`config.mk`:
```
export PLATFORM = sky130hd
export DESIGN_NAME = switch_player
export DESIGN_NICKNAME = d
export VERILOG_FILES = /design/src/rtl/switch_player.sv
export SDC_FILE = /design/constraint.sdc
export NUM_CORES = 1
export LEC_CHECK = 0
export CAP_MARGIN = 10
export CORE_MARGIN = 1.5
export CORE_UTILIZATION = 50
export DETAILED_ROUTE_END_ITERATION = 6
export PLACE_DENSITY = 0.68
export SETUP_SLACK_MARGIN = 0.15
export SLEW_MARGIN = 20
export SYNTH_ARGS = -nofsm -noshare
export SYNTH_HDL_FRONTEND = slang
export SYNTH_SLANG_ARGS = --single-unit
```
`constraint.sdc`:
```
create_clock -name CLOCK_50 -period 5.42 [get_ports CLOCK_50]
set_input_delay 1.084 -clock CLOCK_50 [delete_from_list [all_inputs] [get_ports CLOCK_50]]
set_output_delay 1.084 -clock CLOCK_50 [all_outputs]
set_load 0.01 [all_outputs]
```
`src/rtl/switch_player.sv`:
```
// Plays queued 2-bit symbols as one-hot switch presses: each press is held for
// HOLD_CYC cycles and followed by GAP_CYC cycles with every switch released.
module switch_player #(
    parameter int HOLD_CYC = 2097152,
    parameter int GAP_CYC  = 2097152
) (
    input  logic       CLOCK_50,
    input  logic       reset_n,
    input  logic       sym_valid,
    input  logic [1:0] sym,
    output logic       sym_ready,
    input  logic       abort,
    output logic [3:0] sw,
    output logic       busy
);

    typedef enum logic [1:0] {
        IDLE  = 2'd0,
        PRESS = 2'd1,
        GAP   = 2'd2
    } state_t;

    localparam logic [21:0] HOLD_LOAD = 22'(HOLD_CYC - 1);
    localparam logic [21:0] GAP_LOAD  = 22'(GAP_CYC - 1);

    logic [1:0]  fifo_mem [0:3];
    logic [1:0]  wr_ptr_reg;
    logic [1:0]  rd_ptr_reg;
    logic [2:0]  count_reg;
    state_t      state_reg;
    logic [21:0] cnt_reg;
    logic [3:0]  sw_reg;

    logic        fifo_empty;
    logic        fifo_full;
    logic        push;
    logic        pop;
    logic [1:0]  head_sym;
    logic [3:0]  head_onehot;

    assign fifo_empty = (count_reg == 3'd0);
    assign fifo_full  = (count_reg == 3'd4);

    // Abort wins over everything, including a symbol offered in the same cycle.
    assign push = sym_valid & ~fifo_full & ~abort;
    assign pop  = ~abort & ~fifo_empty &
                  ((state_reg == IDLE) || ((state_reg == GAP) && (cnt_reg == 22'd0)));

    // Head is read combinationally so a symbol can be played the cycle after it lands.
    assign head_sym = fifo_mem[rd_ptr_reg];

    genvar gi;
    generate
        for (gi = 0; gi < 4; gi++) begin : g_decode
            assign head_onehot[gi] = (head_sym == 2'(gi));
        end
    endgenerate

    always_ff @(posedge CLOCK_50) begin
        if (push) begin
            fifo_mem[wr_ptr_reg] <= sym;
        end
    end

    always_ff @(posedge CLOCK_50 or negedge reset_n) begin
        if (!reset_n) begin
            wr_ptr_reg <= 2'd0;
            rd_ptr_reg <= 2'd0;
            count_reg  <= 3'd0;
        end else if (abort) begin
            wr_ptr_reg <= 2'd0;
            rd_ptr_reg <= 2'd0;
            count_reg  <= 3'd0;
        end else begin
            if (push) begin
                wr_ptr_reg <= wr_ptr_reg + 2'd1;
            end
            if (pop) begin
                rd_ptr_reg <= rd_ptr_reg + 2'd1;
            end
            case ({push, pop})
                2'b10:   count_reg <= count_reg + 3'd1;
                2'b01:   count_reg <= count_reg - 3'd1;
                default: count_reg <= count_reg;
            endcase
        end
    end

    always_ff @(posedge CLOCK_50 or negedge reset_n) begin
        if (!reset_n) begin
            state_reg <= IDLE;
            cnt_reg   <= 22'd0;
            sw_reg    <= 4'b0000;
        end else if (abort) begin
            state_reg <= IDLE;
            cnt_reg   <= 22'd0;
            sw_reg    <= 4'b0000;
        end else begin
            case (state_reg)
                IDLE: begin
                    if (pop) begin
                        sw_reg    <= head_onehot;
                        cnt_reg   <= HOLD_LOAD;
                        state_reg <= PRESS;
                    end
                end
                PRESS: begin
                    if (cnt_reg == 22'd0) begin
                        sw_reg    <= 4'b0000;
                        cnt_reg   <= GAP_LOAD;
                        state_reg <= GAP;
                    end else begin
                        cnt_reg <= cnt_reg - 22'd1;
                    end
                end
                GAP: begin
                    if (cnt_reg != 22'd0) begin
                        cnt_reg <= cnt_reg - 22'd1;
                    end else if (pop) begin
                        sw_reg    <= head_onehot;
                        cnt_reg   <= HOLD_LOAD;
                        state_reg <= PRESS;
                    end else begin
                        state_reg <= IDLE;
                    end
                end
                default: begin
                    sw_reg    <= 4'b0000;
                    cnt_reg   <= 22'd0;
                    state_reg <= IDLE;
                end
            endcase
        end
    end

    assign sw        = sw_reg;
    assign sym_ready = ~fifo_full;
    assign busy      = ~fifo_empty | (state_reg != IDLE);

endmodule

```
==> results_dict.tcl <==
set metrics [dict create \
    fp.coreArea_mm2 0.005140 \
    synth_top_area_cell "dfrtp_1" \
    total_power_uw 1657 \
    syn_area_mm2 0.002673 \
    synth-seq-area-share_pct 41.76 \
    largest_reg_flops 22 \
    syn_inst 290 \
    final_hold_viol_count 0 \
    ff2ff_setup_slack_ns 2.48 \
    r2r_end "cnt_reg[0]$_DFF_PN0_" \
    tritoncts "done" \
    cap_violations 0 \
    synth_ff_type "dfrtp_1" \
    overflow 0 \
    placementRows 26 \
    status "finished, final reports clean" \
    via_per_inst 6.122 \
    rsz0062_at_grt "false" \
    endpoint "cnt_reg[20]$_DFF_PN0_" \
    yosys_warnings 0 \
    nNetsFinal 311 \
    vias 2259 \
    cp-end-kind "flip-flop" \
    routedWlPerCell_um 16.51 \
    clk_latency_ns 0.31 \
    ir_worst_vdd_uv 276.1 \
    min_period_ns 3.093 \
    postCtsHoldBufs 0 \
    path_class "primary input to flip-flop" \
    drive_gt1_share_pct 10.37 \
    clock_skew_ns 0.01096 \
    synth.avg_cell_area_um2 9.216 \
    wl_mm 6.091 \
    cts_max_level 2 \
    worstMarginPinSlew_ns 0.9310 \
    gr-usage-all-layers_pct 22.16 \
    finalCritPeriodShare_pct 57.07 \
    worst_ep_required_time_ns 5.60 \
    finalMaxSlewViolations 0 \
    io_pins 12 \
    power_density_mw_per_mm2 561.2 \
    startpoint_type "primary input" \
    synthArstFlopShare_pct 81.40 \
    relSlewSlack_pct 37.46 \
    dr.first_iter.drc_count 117 \
    antenna_found_initial 0 \
    hold_path.class "flip-flop to flip-flop" \
    grt_max_degree 36 \
    reg2reg_depth 7 \
    pre_cts_ws_ns 2.053 \
    synth-seq-cells 43 \
    grt_pass1_vias 2014 \
    fin_cells 369 \
    clkTransAtPathRegs_ns 0.08 \
    synth_area_leaders "dfrtp_1 33%, edfxtp_1 9.0%, nor2_1 4.9%" \
    place.gp.congestion 0.8577 \
    dp_hpwl_mm 4.282 \
    die_h_um 76.11 \
    grt_first_pass_wirelength_mm 10.16 \
    drc_errors 0 \
    dp.cells 361 \
    synth_edf_count 8 \
    syn_nets 303 \
    initial_core_util_pct 52.00 \
    port_buffers 11 \
    worst_ep_arrival_time_ns 3.28 \
    reg2reg_from "cnt_reg[9]$_DFF_PN0_" \
    area_growth_syn_to_layout_pct 10.44 \
    die_area_mm2 0.005793 \
    leakage_uw 0.001167 \
    mostFrequentLayoutCells "35 x nor2_1, 35 x dfrtp_1, 21 x nand2_1" \
    startpoint "abort" \
    setup_ws_ns 2.327 \
    post-cts-setup-buffers 0 \
    drt.antenna.violating_nets 0 \
    setup_viol_count_final 0 \
    cts_root_buf "clkbuf_8" \
    fmax_ghz 0.3233 \
    fp.dieW_um 76.11 \
    synth_top_cell_area_share_pct 32.77 \
    synth.distinct_cells 61 \
    cp_max_fo 27 \
    cts_buffers 5 \
    first_pass_iters 4 \
    diodes 0 \
    cts_resized 0 \
    setup_tns_ns 0 \
    cts_sinks 43 \
    cts_buffer_depth 2 \
]
per-stage QoR:
| stage | utilization (%) | instance area (um^2) | hold WS [ns] |
|---|---|---|---|
| 2_1_floorplan | - | 2673 | 0.4512 |
| 3_3_place_gp | 54.84 | 2819 | 0.4731 |
| 3_5_place_dp | 54.84 | 2819 | 0.4854 |
| 4_1_cts | 57.42 | 2952 | 0.4965 |
| 5_1_grt | 57.42 | 2952 | 0.5232 |
| 6_report | 57.42 | 2952 | 0.4969 |
area by class of cell:
class / instances / area, um^2
repair buffers: 16 / 142.6
clock inverters: 2 / 60.06
fillers: 494 / 2188
clock buffers: 6 / 72.57
multi-input cells: 222 / 1435
flip-flops and latches: 43 / 1116
inverters: 10 / 37.54
well taps: 70 / 87.58
report_power, final:
part           leakage, uW  internal, uW  total (uW)  switching [uW]
Combinational     0.000564           331         782             451
Clock            0.0000654           184         299             114
Sequential        0.000537           427         576             148
per-layer routing:
metal  track usage [%]  vias to the layer above  routed length, um
met3             4.072                        9                270
met4             7.593                        0                102
met5                 0                        -                  0
li1                  -                     1082                  -
met1             32.17                     1105               2986
met2             33.42                       63               2732
synthesized netlist by cell type, types with 2 or more instances:
cell / n
a211oi_1: 3
a21oi_1: 18
o41ai_1: 4
dfrtp_1: 35
nor4_1: 8
o31ai_1: 3
nand3b_1: 2
edfxtp_1: 8
o211ai_1: 2
ha_1: 6
or3_1: 2
nor2b_1: 4
nand2_1: 21
a31oi_1: 3
o21a_1: 5
mux2i_1: 3
o31a_1: 2
buf_6: 2
or4_4: 4
nand2b_1: 6
and2_1: 6
nand3_1: 11
inv_1: 10
o2bb2ai_1: 2
xor2_1: 3
o32ai_1: 2
clkbuf_1: 10
o22ai_1: 4
mux2_2: 2
and3_1: 3
mux4_2: 2
xnor2_1: 3
buf_2: 2
nand4_1: 3
a211o_1: 2
nor2_1: 35
nor3_1: 11
o21ai_0: 12
o21ai_1: 4
cells by family (layout without fill, tap and decap cells):
family	Yosys count	after routing	share of synthesized area, %
AOI/OAI and AO/OA	78	78	20.27
xor gates and xnor gates	6	6	1.967
adders and majority gates	7	7	3.558
buffers and inverters	25	34	4.541
DFF	43	43	41.76
muxes	7	7	3.652
and+or+nand+nor	124	124	24.25
worst min-delay path by stage:
| stage | start | endpoint | slack, ns | depth (start not counted) |
|---|---|---|---|---|
| 3_3_place_gp | cnt_reg[21]$_DFF_PN0_ | cnt_reg[21]$_DFF_PN0_ | 0.47 | 1 |
| 6_report | cnt_reg[21]$_DFF_PN0_ | cnt_reg[21]$_DFF_PN0_ | 0.50 | 1 |
| 4_1_cts | cnt_reg[21]$_DFF_PN0_ | cnt_reg[21]$_DFF_PN0_ | 0.50 | 1 |
| 2_1_floorplan | cnt_reg[21]$_DFF_PN0_ | cnt_reg[21]$_DFF_PN0_ | 0.45 | 1 |
| 5_1_grt | cnt_reg[21]$_DFF_PN0_ | cnt_reg[21]$_DFF_PN0_ | 0.52 | 1 |
| 3_5_place_dp | cnt_reg[21]$_DFF_PN0_ | cnt_reg[21]$_DFF_PN0_ | 0.49 | 1 |
worst max-delay path, stage by stage:
cell and delay [ns]:
clkdlybuf4s50_1 0.45, buf_4 0.26, nor3_1 0.09, buf_4 0.21, nor4_2 0.75, o31a_1 0.23, a311o_1 0.12, a21boi_0 0.08
(Power assumes the default switching activity.)
